[config.mk]
export PLATFORM = sky130hd
export DESIGN_NAME = game_turn_ctl
export DESIGN_NICKNAME = d
export VERILOG_FILES = /design/src/rtl/game_turn_ctl.sv
export SDC_FILE = /design/constraint.sdc
export NUM_CORES = 1
export LEC_CHECK = 0
export ABC_CLOCK_PERIOD_IN_PS = 6600
export BUFFER_PORTS_ARGS = -buffer_cell sky130_fd_sc_hd__buf_2
export CAP_MARGIN = 10
export CELL_PAD_IN_SITES_DETAIL_PLACEMENT = 1
export CELL_PAD_IN_SITES_GLOBAL_PLACEMENT = 1
export CORE_MARGIN = 1.5
export CORE_UTILIZATION = 35
export DETAILED_ROUTE_END_ITERATION = 16
export PLACE_DENSITY_LB_ADDON = 0.1
export SYNTH_ARGS = -nofsm -noshare
export SYNTH_HDL_FRONTEND = slang
export SYNTH_SLANG_ARGS = --single-unit
[constraint.sdc]
create_clock -name pclk -period 6.6 [get_ports pclk]
set_input_delay 1.98 -clock pclk [delete_from_list [all_inputs] [get_ports pclk]]
set_output_delay 1.98 -clock pclk [all_outputs]
set_load 0.02 [all_outputs]
[src/rtl/game_turn_ctl.sv]
// rtl/game_turn_ctl.sv - two-player tic-tac-toe turn sequencer: press decode, board, win/draw detection
// Optional per-turn time limit enabled by defining GAME_TURN_TIMEOUT_EN.
module game_turn_ctl #(
  parameter int GRID_X0        = 362,
  parameter int GRID_Y0        = 234,
  parameter int CELL_SIZE      = 100,
  parameter int RELEASE_CYCLES = 65000,
  parameter int TIMEOUT_CYCLES = 650000000
) (
  input  logic        pclk,
  input  logic        rst,
  input  logic        start_en,
  input  logic        first_player,
  input  logic [11:0] mouse_xpos,
  input  logic [11:0] mouse_ypos,
  input  logic        mouse_left,
  output logic [17:0] board,
  output logic        cur_player,
  output logic        game_over,
  output logic [1:0]  winner,
  output logic        draw,
  output logic        illegal_move,
  output logic        turn_timeout
);
  typedef enum logic [2:0] {
    S_IDLE, S_WAIT_PRESS, S_PLACE, S_CHECK, S_RELEASE, S_OVER
  } state_t;

  localparam int REL_W = $clog2(RELEASE_CYCLES + 1);
  localparam logic [REL_W-1:0] REL_LAST = REL_W'(RELEASE_CYCLES - 1);
  localparam logic [11:0] X_LO = 12'(GRID_X0);
  localparam logic [11:0] X_M1 = 12'(GRID_X0 + CELL_SIZE);
  localparam logic [11:0] X_M2 = 12'(GRID_X0 + 2 * CELL_SIZE);
  localparam logic [11:0] X_HI = 12'(GRID_X0 + 3 * CELL_SIZE - 1);
  localparam logic [11:0] Y_LO = 12'(GRID_Y0);
  localparam logic [11:0] Y_M1 = 12'(GRID_Y0 + CELL_SIZE);
  localparam logic [11:0] Y_M2 = 12'(GRID_Y0 + 2 * CELL_SIZE);
  localparam logic [11:0] Y_HI = 12'(GRID_Y0 + 3 * CELL_SIZE - 1);

  state_t           r_state, w_next;
  logic [17:0]      r_board;
  logic [1:0]       r_winner;
  logic             r_cur_player, r_game_over, r_draw, r_illegal, r_left_d;
  logic [3:0]       r_move_count, r_cell;
  logic [REL_W-1:0] r_rel_cnt;

  logic       w_press, w_in_grid, w_cell_free, w_win, w_to_hit;
  logic [1:0] w_col, w_row, w_code;
  logic [3:0] w_cell_idx;
  logic       w_do_start, w_accept, w_reject, w_place, w_check;

  function automatic logic has_line(input logic [17:0] b, input logic [1:0] c);
    logic [8:0] m;
    for (int i = 0; i < 9; i++) m[i] = (b[2*i +: 2] == c);
    return (m[0] & m[1] & m[2]) | (m[3] & m[4] & m[5]) | (m[6] & m[7] & m[8]) |
           (m[0] & m[3] & m[6]) | (m[1] & m[4] & m[7]) | (m[2] & m[5] & m[8]) |
           (m[0] & m[4] & m[8]) | (m[2] & m[4] & m[6]);
  endfunction

  assign w_press     = mouse_left & ~r_left_d;
  assign w_in_grid   = (mouse_xpos >= X_LO) && (mouse_xpos <= X_HI) &&
                       (mouse_ypos >= Y_LO) && (mouse_ypos <= Y_HI);
  assign w_col       = (mouse_xpos < X_M1) ? 2'd0 : (mouse_xpos < X_M2) ? 2'd1 : 2'd2;
  assign w_row       = (mouse_ypos < Y_M1) ? 2'd0 : (mouse_ypos < Y_M2) ? 2'd1 : 2'd2;
  assign w_cell_idx  = {2'b00, w_row} * 4'd3 + {2'b00, w_col};
  assign w_cell_free = (r_board[{w_cell_idx, 1'b0} +: 2] == 2'b00);
  assign w_code      = r_cur_player ? 2'b10 : 2'b01;
  assign w_win       = has_line(r_board, w_code);

  always_ff @(posedge pclk) begin
    if (rst) r_state <= S_IDLE;
    else     r_state <= w_next;
  end

  // Dropping start_en abandons any state but IDLE on the next edge.
  always_comb begin
    w_next = r_state;
    if (r_state != S_IDLE && !start_en) begin
      w_next = S_IDLE;
    end else begin
      case (r_state)
        S_IDLE:       if (start_en) w_next = S_WAIT_PRESS;
        S_WAIT_PRESS: if (w_accept) w_next = S_PLACE;
        S_PLACE:      w_next = S_CHECK;
        S_CHECK:      w_next = (w_win || r_move_count == 4'd9) ? S_OVER : S_RELEASE;
        S_RELEASE:    if (!mouse_left && r_rel_cnt == REL_LAST) w_next = S_WAIT_PRESS;
        S_OVER:       w_next = S_OVER;
        default:      w_next = S_IDLE;
      endcase
    end
  end

  always_comb begin
    w_do_start = 1'b0;
    w_accept   = 1'b0;
    w_reject   = 1'b0;
    w_place    = 1'b0;
    w_check    = 1'b0;
    if (start_en) begin
      case (r_state)
        S_IDLE:       w_do_start = 1'b1;
        S_WAIT_PRESS: begin
          w_accept = w_press & w_in_grid & w_cell_free;
          w_reject = w_press & ~(w_in_grid & w_cell_free);
        end
        S_PLACE:      w_place = 1'b1;
        S_CHECK:      w_check = 1'b1;
        default:      ;
      endcase
    end
  end

  always_ff @(posedge pclk) begin
    if (rst) begin
      r_board      <= '0;
      r_winner     <= 2'b00;
      r_cur_player <= 1'b0;
      r_game_over  <= 1'b0;
      r_draw       <= 1'b0;
      r_illegal    <= 1'b0;
      r_left_d     <= 1'b0;
      r_move_count <= '0;
      r_cell       <= '0;
      r_rel_cnt    <= '0;
    end else begin
      r_left_d  <= mouse_left;
      r_illegal <= w_reject;
      if (r_state == S_RELEASE && !mouse_left) r_rel_cnt <= r_rel_cnt + REL_W'(1);
      else                                     r_rel_cnt <= '0;
      if (w_do_start) begin
        r_board      <= '0;
        r_winner     <= 2'b00;
        r_draw       <= 1'b0;
        r_game_over  <= 1'b0;
        r_move_count <= '0;
        r_cur_player <= first_player;
      end
      if (w_accept) r_cell <= w_cell_idx;
      if (w_place) begin
        r_board[{r_cell, 1'b0} +: 2] <= w_code;
        r_move_count                 <= r_move_count + 4'd1;
      end
      // A completed line on the ninth move is a win, not a draw.
      if (w_check) begin
        if (w_win) begin
          r_winner    <= w_code;
          r_game_over <= 1'b1;
        end else if (r_move_count == 4'd9) begin
          r_draw      <= 1'b1;
          r_game_over <= 1'b1;
        end else begin
          r_cur_player <= ~r_cur_player;
        end
      end
      if (w_to_hit) r_cur_player <= ~r_cur_player;
    end
  end

`ifdef GAME_TURN_TIMEOUT_EN
  localparam int TO_W = $clog2(TIMEOUT_CYCLES + 1);
  localparam logic [TO_W-1:0] TO_LAST = TO_W'(TIMEOUT_CYCLES - 1);
  logic [TO_W-1:0] r_to_cnt;
  logic            r_timeout;

  // An accepted press in the expiry cycle suppresses the timeout.
  assign w_to_hit = (r_state == S_WAIT_PRESS) && start_en && !w_accept && (r_to_cnt == TO_LAST);

  always_ff @(posedge pclk) begin
    if (rst) begin
      r_to_cnt  <= '0;
      r_timeout <= 1'b0;
    end else begin
      r_timeout <= w_to_hit;
      if (r_state != S_WAIT_PRESS || w_to_hit) r_to_cnt <= '0;
      else                                     r_to_cnt <= r_to_cnt + TO_W'(1);
    end
  end
  assign turn_timeout = r_timeout;
`else
  assign w_to_hit     = 1'b0;
  assign turn_timeout = 1'b0;
`endif

  assign board        = r_board;
  assign cur_player   = r_cur_player;
  assign game_over    = r_game_over;
  assign winner       = r_winner;
  assign draw         = r_draw;
  assign illegal_move = r_illegal;
endmodule
Word level (Yosys, flattened, before mapping)
Cells that the tools add are included.

Register bits: 52. Input port bits: 29. Output and inout bits: 25. Word-level logic and storage cells: 136.

Add/subtract/negate cells: 4. $mul: 1. Order comparisons: 8. Equal/unequal tests: 19. Shifts and indexed selects: 3. Multiplexer cells: 39. Bitwise logic cells: 34. Reduce and logical (&&, ||, !) cells: 17.

Operators by type and width (count): 18-bit 2-to-1 mux (3); 12-bit by 9-bit < comparator with 1-bit output, second input constant (3); 12-bit by 10-bit less-or-equal comparator with 1-bit output, second input constant (2); 1-bit AND (21); 1-bit 2-to-1 mux (21); 18-bit bitwise mux (1); 2-bit equality test (9); 3-bit one-hot mux with 6 select lines (1); 2-bit by 7-bit variable shift with 18-bit output, first input constant (1); 18-bit by 6-bit variable part select with 2-bit output (1); 2-bit by 7-bit variable part select with 18-bit output (1); 16-bit by 1-bit adder with 16-bit output, second input constant (1); 16-bit equality test, second input constant (1); 2-bit 2-to-1 mux (8); 12-bit by 8-bit greater-or-equal comparator with 1-bit output, second input constant (1); 12-bit by 9-bit greater-or-equal comparator with 1-bit output, second input constant (1); 12-bit by 10-bit < comparator with 1-bit output, second input constant (1); 3-bit 2-to-1 mux (3); 4-bit 2-to-1 mux (2); 5-bit negator with 7-bit output (1); 1-bit OR (7); 3-bit by 2-bit equality test with 1-bit output, second input constant (2); 3-bit equality test, second input constant (2); 1-bit logical AND (6); other kinds (16) (25).

Depth between registers and ports, before layout
Gate-level depths: netlist of the first run.

Word-level depth: 14. Gate-level depth with buffers: 14. Depth with buffers taken out: 14.

Worst setup path after synthesis of the first run
OpenSTA, ideal clock, no wires.

Path type: input-to-reg. From: in mouse_ypos[2]. To: reg r_state[1]. Setup time: 0.119 ns. Arrival time: 4.941 ns. Required time: 6.481 ns. Slack: 1.540 ns. Stages on the path: 13. Buffers on the path: 0. Path through: or3_1 -> nand4_1 -> and4_1 -> inv_1 -> fa_1 -> inv_1 -> ha_1 -> fa_1 -> o41ai_1 -> inv_1 -> o2111ai_2 -> nor3_1 -> o221a_2.

Word-level cells in the longest chain between the ends: 12. Elaborated cells between the ends (all ways): 18. Those cells by class: add/sub: 1; mul: 1; order compare: 4; eq/ne: 1; shift: 1; mux: 4; bitwise: 2; reduce/logical: 4.

RTL lines: start: declaration (RTL line 15) `input logic [11:0] mouse_ypos,`; 12-bit by 9-bit < comparator with 1-bit output (RTL line 64) `assign w_row = (mouse_ypos < Y_M1) ? 2'd0 : (mouse_ypos < Y_M2) ? 2'd1 : 2'd2;`; 2-bit 2-to-1 mux (RTL line 64); 2-bit 2-to-1 mux * (RTL line 64); 2-bit by 2-bit multiplier with 4-bit output * (RTL line 65) `assign w_cell_idx = {2'b00, w_row} * 4'd3 + {2'b00, w_col};`; 4-bit by 2-bit adder with 4-bit output * (RTL line 65); via w_cell_idx[2] (RTL line 49) `logic [3:0] w_cell_idx;`; 18-bit by 6-bit variable part select with 2-bit output * (RTL line 66) `assign w_cell_free = (r_board[{w_cell_idx, 1'b0} +: 2] == 2'b00);`; 2-bit zero test * (RTL line 66); 1-bit AND * (RTL line 103) `w_accept = w_press & w_in_grid & w_cell_free;`; 1-bit 2-to-1 mux * (RTL line 100) `case (r_state)`; 1-bit 2-to-1 mux * (RTL line 99) `if (start_en) begin`; 2-bit != test (no line) *; 3-bit AND reduction (no line) *; end signal: assignment (RTL line 72) `else r_state <= w_next;`; end: declaration (RTL line 40) `state_t r_state, w_next;`.

Mark *: on every way through the listed nets, which the timed path passes. The rest lies on a longest branch. A chain may end at the register's enable or synchronous reset.

Final worst setup path of the first run
From: in mouse_ypos[2]. To: reg r_state[1].

Word-level cells in the longest chain between the ends: 12. Elaborated cells between the ends (all ways): 18. Those cells by class: add/sub: 1; mul: 1; order compare: 4; eq/ne: 1; shift: 1; mux: 4; bitwise: 2; reduce/logical: 4.

RTL lines (RTL line): 12-bit by 9-bit < comparator with 1-bit output (64); 2-bit 2-to-1 mux (2 in a row) (64); 2-bit by 2-bit multiplier with 4-bit output (65); 4-bit by 2-bit adder with 4-bit output (65); 18-bit by 6-bit variable part select with 2-bit output (66); 2-bit zero test (66); 1-bit AND * (103); 1-bit 2-to-1 mux * (100); 1-bit 2-to-1 mux * (99); 2-bit != test (no line) *; 3-bit AND reduction (no line) *.

Every way passes the cells marked *; elsewhere a longest branch is shown, timed or not.

==> results of run 1 <==
[worst max-delay path, delay by kind of cell]
family / cells / cell delay [ns]
multiplexers: 1 / 0.27
adder cells (fa/ha/maj): 2 / 0.95
AO/OA/AOI/OAI: 3 / 0.55
buffers and inverters: 3 / 0.24
AND/OR/NAND/NOR: 5 / 1.44
[metal layers]
metal  share of wire  vias to the layer above  wire [um]
met5               0                        -          0
met4          0.0064                        0         55
met3           0.021                        4        185
met2            0.46                       42       4010
met1            0.51                     1471       4370
li1                -                     1545          -
[stage by stage]
| step | hold slack, ns | util | worst slack (ns) |
|---|---|---|---|
| final | 0.462 | 0.417 | 1.41 |
| after global routing | 0.511 | 0.417 | 1.21 |
| after CTS | 0.470 | 0.417 | 1.39 |
| after detailed placement | 0.448 | 0.404 | 1.06 |
| after global placement | 0.439 | 0.404 | 1.11 |
| after floorplan | 0.430 | - | 1.54 |
[state kept, by name, indices dropped and copies added (netlist names)]
| name | count |
|---|---|
| board | 18 |
| cur_player | 1 |
| draw | 1 |
| game_over | 1 |
| illegal_move | 1 |
| r_cell | 4 |
| r_left_d | 1 |
| r_move_count | 4 |
| r_rel_cnt | 16 |
| r_state | 3 |
| winner | 2 |
[final timing paths]
check	startpoint	to	slack, ns
hold / removal	draw	draw	0.46
setup reg to reg	r_cell[0]	board[0]	4.20
setup / recovery	mouse_ypos[2]	r_state[1]	1.41
hold reg to reg	draw	draw	0.46
[power by group through the flow]
| stage | sequential (mW) | combinational [mW] | clock (mW) |
|---|---|---|---|
| after floorplan | 0.324 | 0.0379 | 0 |
| after global placement | 0.324 | 0.0616 | 0 |
| after detailed placement | 0.324 | 0.0633 | 0 |
| after CTS | 0.317 | 0.0636 | 0.230 |
| after global routing | 0.317 | 0.0708 | 0.240 |
| final | 0.317 | 0.0629 | 0.221 |
[layout by cell type (no fill, tap or decap), types with 6 or more instances in the layout]
cell      synthesis  final
nor2_1           57     57
dfxtp_1          52     52
buf_2             2     50
nand2_1          41     41
a21oi_1          21     21
nand2b_1         16     16
nand3_1          15     15
nor3_1           14     14
inv_1            14     14
mux2_2           12     12
o21ai_0          11     11
nand3b_1         11     11
xor2_1           10     10
or3_1             9      9
o22ai_1           9      9
ha_1              9      9
nand4_1           8      8
a21o_1            6      6
nor2b_1           6      6
[cell families (layout without fill, tap and decap cells)]
family	after synthesis	count (layout)	share of synthesized area
mux	17	17	0.0609
flops	52	52	0.321
other cells	1	1	0.00116
compound gates	77	77	0.159
simple gates	207	207	0.333
fa+ha+maj	11	11	0.0470
buf+inv	31	74	0.0382
xor+xnor	15	15	0.0405
[cell type report]
cell class / count / area [sq um] / share of cell area
Sequential cell: 52 / 1040 / 0.282
Clock buffer: 5 / 68.8 / 0.0187
Timing Repair Buffer: 52 / 265 / 0.0720
Tap cell: 108 / 135 / 0.0367
Multi-Input combinational cell: 328 / 2080 / 0.564
Clock inverter: 3 / 42.5 / 0.0115
Inverter: 14 / 52.6 / 0.0143
==> impl_metrics.tcl, run 1 <==
set metrics [dict create \
    crit_path_end_kind "register" \
    grt_overflow 0 \
    max_stage_delay_ns 0.53 \
    crit_type "in2reg" \
    clkSlewWorstSetupHoldPaths_ns 0.10 \
    p_leak_nw 1.33 \
    finalPower_uw 601 \
    synth_seq_cells 52 \
    drtAntennaViolNets 0 \
    synth_top_area_frac 0.321 \
    drt_first_iter_violations 88 \
    ys_async_sr_fraction 0 \
    clock_sinks 52 \
    drc 0 \
    rr_worst_depth 5 \
    drv_slew 0 \
    yosys_warnings 0 \
    vias_per_cell 5.45 \
    synth_cell_types 62 \
    clk_latency_ns 0.30 \
    cts.htree.levels 2 \
    gr-usage-met2 0.311 \
    p_switching_uw 150 \
    ys_top_cells_by_area "dfxtp_1 32%, nor2_1 6.6%, nand2_1 4.7%, mux2_2 4.2%, ha_1 3.5%" \
    place_area_sq_um 3570 \
    min_path_type "reg2reg" \
    layout.cells.non_filler 562 \
    worstMarginPinSlew_ns 0.920 \
    cts_resized 0 \
    met1_usage 0.247 \
    arrival_ns 5.45 \
    track_usage 0.182 \
    grt_pass1_wl_um 14800 \
    cts_buffers 5 \
    cts-root-buf "clkbuf_8" \
    fin_crit_ns 5.19 \
    antenna_cells 0 \
    critPathSlowestCell "fa_1" \
    swShare 0.250 \
    synth_nets 451 \
    synth_area_sq_um 3250 \
    portBuffers 50 \
    synth_top_area_cell "dfxtp_1" \
    ys.flop_type "dfxtp_1" \
    antenna_found_initial 0 \
    finalCritPeriodShare 0.787 \
    synthTopCellsByCount "57 x nor2_1, 52 x dfxtp_1, 41 x nand2_1" \
    fmaxAchievable_ghz 0.193 \
    num_vias 3062 \
    grt_max_degree 39 \
    combPwrFrac 0.105 \
    fillers 1112 \
    crit_fanout 8 \
    pwr-share-clk 0.368 \
    power.density_nw_per_um2 163 \
    rsz0062_at_grt "no" \
    crit_top_cell "inv_1" \
    relSlewSlack 0.385 \
    seq_area_frac_synth 0.321 \
    peakVddDrop_v 0.0000852 \
    ios 54 \
    min_path_cells 2 \
    dp_hpwl_um 6520 \
    crit_path_start_kind "primary input" \
    layout.nets 493 \
    holdBufCountCts 0 \
    post_drt_wl_per_cell_um 15.3 \
    p_int_uw 450 \
    yosysMostFrequentCell "nor2_1" \
    num_rows 34 \
    die_x_um 99.3 \
    grt_pass1_vias 3101 \
    gp_congestion 0.774 \
    syn_area_per_cell_sq_um 7.90 \
    wl_um 8620 \
    skew_ns 0.00647 \
    p_seq_frac 0.528 \
    drt-pass1-iter-count 4 \
    cts_tree "yes" \
    postSynthCellCount 411 \
    area_growth_pct 13.6 \
    cts_buffer_depth 2 \
    busiest_layer "met2" \
    max_cap_viol_count 0 \
    initial_core_util 0.367 \
    synth_edf_count 0 \
    core_area_sq_um 8850 \
    gr-usage-met3 0.0232 \
    setup_tns_ns 0 \
    finalHoldViolCount 0 \
    path_cells "buf_2 -> or3_1 -> nand4_1 -> and4_1 -> inv_1 -> fa_1 -> inv_1 -> ha_1 -> or3b_1 -> a21oi_1 -> mux4_2 -> o2111ai_2 -> nor3_1 -> o221a_2" \
    crit_required_ns 6.86 \
    dieHeight_um 99.3 \
    placedCellCount 554 \
    setup_viol 0 \
    post_cts_buffers 0 \
    dieArea_sq_um 9860 \
    status "completed" \
    drive_gt1_frac 0.187 \
    final_area_sq_um 3690 \
]
Note: power is estimated with default switching activity, not from simulation.
==> run 2, diff against run 1 <==
Settings changed: ABC_AREA set to 1, ABC_CLOCK_PERIOD_IN_PS 6600 to 4700.
Clock period 6.6 ns to 4.7 ns, I/O delays scaled along.
==> run 2 against run 1 <==
Die area grew 6.0%; count of clock-buffer cells in the layout grew 2; final area grew 4.9%; core utilization shrank 1.6 points; register-to-register slack lost 2.1 ns; global-route usage grew 0.56 points; critical path depth grew 1; cell count grew 26%; non-clock buffer count is the same; via count grew 13%; clock skew grew 0.0065 ns.
==> impl_metrics.tcl, run 2 <==
set metrics [dict create \
    fin_crit_ns 4.24 \
    num_vias 3453 \
    p_leak_nw 1.75 \
    finalPower_uw 892 \
    cts_tree "yes" \
    crit_path_start_kind "primary input" \
    skew_ns 0.0129 \
    post_cts_buffers 0 \
    post_drt_wl_per_cell_um 13.2 \
    fmaxAchievable_ghz 0.236 \
    worstMarginPinSlew_ns 0.928 \
    num_rows 36 \
    cts_buffer_depth 2 \
    synth_edf_count 0 \
    gr-usage-met2 0.318 \
    yosysMostFrequentCell "nand2_1" \
    clock_sinks 52 \
    met1_usage 0.258 \
    yosys_warnings 0 \
    grt_max_degree 26 \
    ys.flop_type "dfxtp_1" \
    layout.nets 613 \
    crit_type "in2reg" \
    setup_viol 0 \
    min_path_type "reg2reg" \
    relSlewSlack 0.380 \
    layout.cells.non_filler 707 \
    synth_top_area_frac 0.302 \
    place_area_sq_um 3780 \
    status "completed" \
    synth_seq_cells 52 \
    drc 0 \
    crit_path_end_kind "register" \
    syn_area_per_cell_sq_um 6.55 \
    drt-pass1-iter-count 4 \
    clk_latency_ns 0.31 \
    dp_slack_ns 0.101 \
    drv_slew 0 \
    cts-root-buf "clkbuf_8" \
    dp_hpwl_um 7260 \
    clkSlewWorstSetupHoldPaths_ns 0.10 \
    gp_congestion 0.823 \
    drt_first_iter_violations 95 \
    finalHoldViolCount 0 \
    finalCritPeriodShare 0.903 \
    initial_core_util 0.357 \
    gr-usage-met3 0.0233 \
    drtAntennaViolNets 0 \
    ios 54 \
    area_growth_pct 12.2 \
    wl_um 9330 \
    synth_nets 566 \
    crit_required_ns 4.89 \
    max_cap_viol_count 0 \
    final_cell_mix "121 x nand2_1, 79 x inv_1, 54 x nor2_1" \
    fin_ws_ns 0.456 \
    synth_top_area_cell "dfxtp_1" \
    track_usage 0.187 \
    seq_area_frac_synth 0.302 \
    peakVddDrop_v 0.000135 \
    drive_gt1_frac 0.174 \
    dieHeight_um 102 \
    holdBufCountCts 0 \
    setup_tns_ns 0 \
    mostFrequentLayoutCell "nand2_1" \
    dieArea_sq_um 10400 \
    largest_reg_flops 18 \
    ys_async_sr_fraction 0 \
    grt_pass1_vias 3331 \
    cts.htree.levels 2 \
    arrival_ns 4.43 \
    synth_area_sq_um 3450 \
    antenna_cells 0 \
    vias_per_cell 4.88 \
    hold-worst-slack_ns 0.454 \
    final_area_sq_um 3860 \
    core_area_sq_um 9640 \
    placedCellCount 699 \
    postSynthCellCount 526 \
    power.density_nw_per_um2 231 \
    crit_fanout 9 \
    final_core_util 0.401 \
    fillers 1286 \
    cts_buffers 5 \
    grt_overflow 0 \
    synth_cell_types 50 \
    rsz0062_at_grt "no" \
    cts_resized 0 \
    die_x_um 102 \
    portBuffers 51 \
    grt_pass1_wl_um 15500 \
    antenna_found_initial 0 \
    synthTopCellsByCount "121 x nand2_1, 79 x inv_1, 54 x nor2_1" \
    busiest_layer "met2" \
    ys_top_cells_by_area "dfxtp_1 30%, nand2_1 13%, inv_1 8.6%, nand3_1 6.5%, nor2_1 5.9%" \
]
## run 2: kinds of logic (layout without fill, tap and decap cells)
family | Yosys count | in the layout | share of synthesized area
flip-flops | 52 | 52 | 0.302
multiplexers | 1 | 1 | 0.00327
AND/OR/NAND/NOR | 280 | 280 | 0.387
AO/OA/AOI/OAI | 79 | 79 | 0.129
XOR/XNOR | 4 | 4 | 0.0123
other | 1 | 1 | 0.00109
buffers and inverters | 98 | 146 | 0.121
adder cells (fa/ha/maj) | 11 | 11 | 0.0443
## run 2: path summary, 6_finish.rpt
check	startpoint	end	slack [ns]	cells after the start
worst max register to register	cur_player	winner[1]	2.15	13
worst max-delay path	mouse_xpos[11]	r_cell[3]	0.46	15
worst min register to register	r_rel_cnt[0]	r_rel_cnt[0]	0.45	1
worst min-delay path	r_rel_cnt[0]	r_rel_cnt[0]	0.45	1
## run 2: where the power goes
| part | internal, mW | leakage, nW | switching (mW) |
|---|---|---|---|
| clock | 0.107 | 0.0424 | 0.156 |
| sequential | 0.447 | 0.419 | 0.0128 |
| combinational | 0.0527 | 1.29 | 0.116 |
## run 2: cell type report
type                       instances  area, sq um  area share
clock buffer                       7         76.3      0.0197
clock inverter                     1         8.76     0.00227
inverter                          86          323      0.0835
multi-input combinational        376         1990       0.514
sequential                        52         1040       0.269
tap                              133          166      0.0431
timing repair buffer              52          263      0.0680
## run 2: critical path, stage by stage
cell     delay [ns]
buf_2          0.10
nor2_1         0.16
nand2_1        0.13
o41ai_1        0.39
buf_4          0.19
fa_1           0.40
inv_1          0.09
ha_1           0.18
fa_1           0.48
nor2_1         0.14
nand3_1        0.08
nand3_1        0.11
nand4_2        0.22
o21ai_0        0.29
a21oi_1        0.06
## run 2: routing by layer
metal  vias to the layer above  wire [um]
met4                         0         68
met2                        42       4320
met3                         4        250
met5                         -          0
met1                      1623       4700
li1                       1784          -
